==> src/rtl/tx_eq_pkg.sv <==
// Shared definitions for the TX equaliser training controller: FSM states,
// PRBS7 seed/taps and a counter-width helper.
package tx_eq_pkg;

    typedef enum logic [2:0] {
        IDLE,
        SETTLE,
        TRAIN,
        WAIT_ERR,
        EVAL,
        APPLY,
        LOCK
    } state_e;

    localparam logic [6:0] PRBS7_SEED  = 7'h7F;
    // x^7 + x^6 + 1 feeds back from the top two register bits
    localparam int         PRBS7_TAP_A = 6;
    localparam int         PRBS7_TAP_B = 5;

    function automatic int cnt_w(input int n);
        return (n <= 2) ? 1 : $clog2(n);
    endfunction

endpackage

==> src/rtl/prbs7_gen.sv <==
// Fibonacci PRBS7 generator; out is the register MSB, load reseeds, en advances.
module prbs7_gen
    import tx_eq_pkg::*;
(
    input  logic clk,
    input  logic rst,
    input  logic load,
    input  logic en,
    output logic out
);

    logic [6:0] lfsr_q, lfsr_d;

    always_comb begin
        lfsr_d = lfsr_q;
        if (load)
            lfsr_d = PRBS7_SEED;
        else if (en)
            lfsr_d = {lfsr_q[5:0], lfsr_q[PRBS7_TAP_A] ^ lfsr_q[PRBS7_TAP_B]};
    end

    always_ff @(posedge clk) begin
        if (rst) lfsr_q <= PRBS7_SEED;
        else     lfsr_q <= lfsr_d;
    end

    assign out = lfsr_q[6];

endmodule

==> src/rtl/tx_eq_train_ctrl.sv <==
// Sweeps the post-cursor tap code, trains each code with PRBS7, collects the
// remote error count and locks the driver to the lowest-error code.
module tx_eq_train_ctrl
    import tx_eq_pkg::*;
#(
    parameter int TAP_W      = 4,
    parameter int TAP_MAX    = 15,
    parameter int SETTLE_CYC = 16,
    parameter int TRAIN_LEN  = 1024,
    parameter int TIMEOUT    = 4096,
    parameter int ERR_W      = 16
) (
    input  logic             clk,
    input  logic             rst,
    input  logic             start,
    input  logic             data_in,
    input  logic             err_valid,
    input  logic [ERR_W-1:0] err_cnt,
    output logic             tx_en,
    output logic             tx_data,
    output logic [TAP_W-1:0] tap1_code,
    output logic             busy,
    output logic             done,
    output logic [ERR_W-1:0] best_err
);

    localparam int SET_W = cnt_w(SETTLE_CYC);
    localparam int TRN_W = cnt_w(TRAIN_LEN);
    localparam int TO_W  = cnt_w(TIMEOUT);

    state_e             state_q, state_d;
    logic [TAP_W-1:0]   tap_q, tap_d, best_code_q, best_code_d;
    logic [ERR_W-1:0]   best_err_q, best_err_d, err_lat_q, err_lat_d;
    logic [SET_W-1:0]   settle_cnt_q, settle_cnt_d;
    logic [TRN_W-1:0]   train_cnt_q, train_cnt_d;
    logic [TO_W-1:0]    wait_cnt_q, wait_cnt_d;
    logic               tx_en_q, tx_en_d, tx_data_q, tx_data_d;
    logic               sweep_go, prbs_out;

    assign sweep_go = start && (state_q == IDLE || state_q == LOCK);

    prbs7_gen u_prbs (
        .clk  (clk),
        .rst  (rst),
        .load (sweep_go),
        .en   (state_q == TRAIN),
        .out  (prbs_out)
    );

    always_comb begin
        state_d      = state_q;
        tap_d        = tap_q;
        best_code_d  = best_code_q;
        best_err_d   = best_err_q;
        err_lat_d    = err_lat_q;
        settle_cnt_d = settle_cnt_q;
        train_cnt_d  = train_cnt_q;
        wait_cnt_d   = wait_cnt_q;
        tx_en_d      = tx_en_q;
        case (state_q)
            IDLE, LOCK: begin
                if (start) begin
                    state_d      = SETTLE;
                    tap_d        = '0;
                    best_err_d   = '1;
                    best_code_d  = '0;
                    tx_en_d      = 1'b1;
                    settle_cnt_d = '0;
                end
            end
            SETTLE: begin
                if (settle_cnt_q == SET_W'(SETTLE_CYC - 1)) begin
                    state_d      = TRAIN;
                    settle_cnt_d = '0;
                    train_cnt_d  = '0;
                end else begin
                    settle_cnt_d = settle_cnt_q + SET_W'(1);
                end
            end
            TRAIN: begin
                if (train_cnt_q == TRN_W'(TRAIN_LEN - 1)) begin
                    state_d     = WAIT_ERR;
                    train_cnt_d = '0;
                    wait_cnt_d  = '0;
                end else begin
                    train_cnt_d = train_cnt_q + TRN_W'(1);
                end
            end
            WAIT_ERR: begin
                if (err_valid) begin
                    state_d    = EVAL;
                    err_lat_d  = err_cnt;
                    wait_cnt_d = '0;
                end else if (wait_cnt_q == TO_W'(TIMEOUT - 1)) begin
                    // a silent partner scores worst so it never wins
                    state_d    = EVAL;
                    err_lat_d  = '1;
                    wait_cnt_d = '0;
                end else begin
                    wait_cnt_d = wait_cnt_q + TO_W'(1);
                end
            end
            EVAL: begin
                if (err_lat_q < best_err_q) begin
                    best_err_d  = err_lat_q;
                    best_code_d = tap_q;
                end
                if (tap_q == TAP_W'(TAP_MAX)) begin
                    state_d = APPLY;
                end else begin
                    tap_d        = tap_q + TAP_W'(1);
                    settle_cnt_d = '0;
                    state_d      = SETTLE;
                end
            end
            APPLY: begin
                tap_d   = best_code_q;
                state_d = LOCK;
            end
            default: state_d = IDLE;
        endcase
    end

    always_comb begin
        tx_data_d = 1'b0;
        if (state_q == LOCK)
            tx_data_d = data_in;
        else if (state_q != IDLE)
            tx_data_d = prbs_out;
    end

    always_ff @(posedge clk) begin
        if (rst) begin
            state_q      <= IDLE;
            tap_q        <= '0;
            best_code_q  <= '0;
            best_err_q   <= '1;
            err_lat_q    <= '0;
            settle_cnt_q <= '0;
            train_cnt_q  <= '0;
            wait_cnt_q   <= '0;
            tx_en_q      <= 1'b0;
            tx_data_q    <= 1'b0;
        end else begin
            state_q      <= state_d;
            tap_q        <= tap_d;
            best_code_q  <= best_code_d;
            best_err_q   <= best_err_d;
            err_lat_q    <= err_lat_d;
            settle_cnt_q <= settle_cnt_d;
            train_cnt_q  <= train_cnt_d;
            wait_cnt_q   <= wait_cnt_d;
            tx_en_q      <= tx_en_d;
            tx_data_q    <= tx_data_d;
        end
    end

    assign tx_en     = tx_en_q;
    assign tx_data   = tx_data_q;
    assign tap1_code = tap_q;
    assign best_err  = best_err_q;
    assign busy      = state_q inside {SETTLE, TRAIN, WAIT_ERR, EVAL, APPLY};
    assign done      = (state_q == LOCK);

endmodule

==> config.mk <==
export PLATFORM = sky130hd
export DESIGN_NAME = tx_eq_train_ctrl
export DESIGN_NICKNAME = d
export VERILOG_FILES = /design/src/rtl/tx_eq_pkg.sv /design/src/rtl/prbs7_gen.sv /design/src/rtl/tx_eq_train_ctrl.sv
export SDC_FILE = /design/constraint.sdc
export NUM_CORES = 1
export LEC_CHECK = 0
export ABC_AREA = 0
export CAP_MARGIN = 20
export CORE_ASPECT_RATIO = 0.8
export CORE_UTILIZATION = 51
export DETAILED_ROUTE_END_ITERATION = 8
export GPL_TIMING_DRIVEN = 0
export PLACE_DENSITY_LB_ADDON = 0.15
export SLEW_MARGIN = 20
export SYNTH_ARGS = -nofsm -noshare
export SYNTH_HDL_FRONTEND = slang
export SYNTH_SLANG_ARGS = --single-unit
==> constraint.sdc <==
create_clock -name clk -period 2.05 [get_ports clk]
set_input_delay 0.41 -clock clk [delete_from_list [all_inputs] [get_ports clk]]
set_output_delay 0.41 -clock clk [all_outputs]
set_load 0.05 [all_outputs]
==> results.yml <==
critical_path:
  cp.arrival_ns: 2.35
  r2r-start: "best_err[7]"
  worst_r2r_path_depth: 9
  startpoint_type: "flop"
  reg2reg_slack_ns: -0.02
  worstPathRequired_ns: 2.33
  timing.rr.end: "best_err[6]"
  path_max_fanout: 5
  cp-end-kind: "flop"
  crit_type: "flop to flop"
status:
  violations: "setup timing"
  status: "finished, violations left"
logic_synthesis:
  synth_top_family_by_area: "simple AND/OR/NAND/NOR gates"
  ys_ff_latch: 78
  synth.area.mux_share: 0.0565
  synth-compound-area-share: 0.163
  syn_avg_cell_area_um2: 8.07
  synthAdderAreaFrac: 0.0606
  yosysWarningCount: 0
  synth_cell_types: 56
  syn-num-nets: 526
  synth_edf_count: 0
  synth_top_flop_cell: "dfxtp_1"
  yosys.area_share.simple: 0.268
  synthXorXnorAreaFrac: 0.00447
  syn_area_mm2: 0.00392
  ys_async_sr_fraction: 0
  synth_seq_area_share: 0.398
  syn-instance-count: 486
place:
  gp_congestion: 0.854
  place_area_mm2: 0.00456
  hpwl_mm: 6.60
  io_buffers: 43
clocking:
  insertion_delay_ns: 0.36
  htreeDepth: 3
  path_clk_slew_ns: 0.08
  clock-sinks: 78
  cts_tree: "yes"
  numCtsBuffers: 9
  clk_path_buf_depth: 2
  cts_root_buf: "clkbuf_8"
layout:
  multi_input_area_mm2: 0.00229
  fin_nets: 591
  diodes: 0
  layout-drive-gt1-share: 0.149
  final_cell_area_mm2: 0.00496
  final_cell_mix: "94 x nor2_1, 63 x dfxtp_1, 50 x nand2_1"
  seq_area_mm2: 0.00160
  fillCellCount: 626
  mostFrequentLayoutCell: "nor2_1"
  area_growth_pct: 26.6
sta:
  slew_headroom: 0.625
  rsz0062_at_grt: "yes"
  fin_ws_ns: -0.0174
  fin_crit_sh: 1.01
  finClkSkew_ns: 0.0124
  fin_crit_ns: 2.07
  tightest_slew_ns: 0.562
  fmax_ghz: 0.484
  setup_violations: 3
  final_max_slew_viol_count: 0
  final_hold_viol_count: 0
floorplan:
  initial_core_util: 0.528
  rows: 28
  core_area_mm2: 0.00743
  die_x_um: 100
  die_h_um: 80.4
  die_area_mm2: 0.00805
  pin_count: 45
detailed_routing:
  drc: 0
  via_per_inst: 5.62
  vias: 3716
  routed_wl_mm: 9.94
  ant_nets: 0
  drtIter0Drc: 208
  wire_per_inst_um: 15.0
  dr.pass1.iters: 5
pwr:
  power_mw: 4.36
  p_leak_nw: 2.11
  power_density_mw_per_mm2: 878
  ir_drop_uv: 690
run:
  maxCapViolCount: 0
worst_hold_path:
  whs_path_depth: 2
  min_to: "best_code_q[0]"
  hold_class: "flop to flop"
  min_from: "best_code_q[0]"
global_route:
  overflow: 0
  grt_max_degree: 14
  grt_pass1_vias: 3323
  antenna_found_initial: 0
  grt_pass1_wl_mm: 15.8
  grt_usage: 0.253
==> critical path, stage by stage (launching register included) <==
cell       delay (ns)
dfxtp_4          0.36
inv_2            0.04
ha_4             0.21
and3_4           0.18
a221oi_2         0.24
o21ai_2          0.13
a2111oi_4        0.31
buf_6            0.18
buf_6            0.14
mux2i_1          0.20
==> metal layers <==
layer | global-route usage | share of wire | vias to the layer above
met4 | 0.0696 | 0.012 | 0
met5 | 0 | 0 | -
met1 | 0.332 | 0.47 | 1755
met2 | 0.408 | 0.46 | 100
li1 | - | - | 1847
met3 | 0.0740 | 0.051 | 14
==> area by class of cell <==
| cell class | count | share of cell area |
|---|---|---|
| Inverter | 19 | 0.0144 |
| Clock inverter | 5 | 0.0169 |
| Tap cell | 105 | 0.0265 |
| Clock buffer | 11 | 0.0265 |
| Sequential cell | 78 | 0.322 |
| Timing Repair Buffer | 54 | 0.106 |
| Multi-Input combinational cell | 364 | 0.461 |
| Buffer | 25 | 0.0277 |
==> through the flow <==
step	worst slack, ns	hold slack, ns	setup TNS, ns	instances	utilization
after detailed placement	-0.639	0.456	-6.45	634	0.614
after floorplan	0.0110	0.431	0	486	-
final	-0.0174	0.467	-0.0257	661	0.668
after global routing	-0.160	0.497	-2.08	661	0.668
after global placement	-0.590	0.447	-4.87	634	0.614
after CTS	-0.0160	0.472	-0.0322	657	0.655
==> sequential cells by signal, summed over array words and instances (netlist names), 4 cells and up <==
register	cells
wait_cnt_q	12
best_err	16
u_prbs.lfsr_q	7
tap1_code	4
settle_cnt_q	4
err_lat_q	16
best_code_q	4
train_cnt_q	10
==> worst max path at each step <==
stage / from / end / slack [ns] / depth (start not counted)
finish: best_err[7] / best_err[6] / -0.02 / 9
floorplan: best_err[6] / best_err[14] / 0.01 / 8
CTS: best_err[2] / best_err[12] / -0.02 / 9
global route: best_err[2] / best_err[6] / -0.16 / 9
global placement: state_q[0] / busy / -0.59 / 5
detailed placement: state_q[0] / busy / -0.64 / 5
==> kinds of logic (layout without fill, tap and decap cells) <==
| logic type | count (synthesis) | after routing |
|---|---|---|
| flops | 78 | 78 |
| xor+xnor | 2 | 2 |
| compound gates | 90 | 90 |
| simple gates | 231 | 231 |
| fa+ha+maj | 19 | 19 |
| buf+inv | 44 | 114 |
| mux | 22 | 22 |
==> power breakdown <==
| group | switching (mW) | leakage, nW | internal, mW |
|---|---|---|---|
| Combinational | 0.825 | 1.37 | 0.548 |
| Sequential | 0.0970 | 0.631 | 1.61 |
| Clock | 0.591 | 0.0998 | 0.689 |
| Total | 1.51 | 2.11 | 2.85 |
==> timing repair <==
item / 4_1_cts / 5_1_grt
cloned: 2 / 0
hold buffers: 0 / 0
pin swaps: 2 / 2
buffers inserted: 5 / 4
setup endpoints to repair: 36 / 51
gates resized for setup: 33 / 20
==> synth_stat cells (all sizes together) (2+ instances only) <==
| cell type | instances | area [um2] |
|---|---|---|
| buf | 8 | 57.6 |
| a221oi | 2 | 17.5 |
| dfxtp | 78 | 1560 |
| nand2b | 5 | 31.3 |
| a211o | 2 | 17.5 |
| nor3 | 29 | 155 |
| nor2 | 95 | 357 |
| and2b | 2 | 15.0 |
| clkbuf | 17 | 65.1 |
| nand4 | 7 | 43.8 |
| or3 | 6 | 42.5 |
| a21oi | 26 | 134 |
| nand3 | 21 | 105 |
| a311oi | 9 | 78.8 |
| nor3b | 2 | 15.0 |
| a31oi | 5 | 31.3 |
| o21ai | 17 | 85.1 |
| a41oi | 6 | 60.1 |
| mux2i | 21 | 210 |
| ha | 19 | 238 |
| and3 | 7 | 43.8 |
| o211a | 2 | 20.0 |
| inv | 19 | 71.3 |
| o211ai | 4 | 30.0 |
| a21o | 3 | 22.5 |
| a22oi | 3 | 22.5 |
| nand2 | 50 | 188 |
Note: power is estimated with default switching activity, not from simulation.
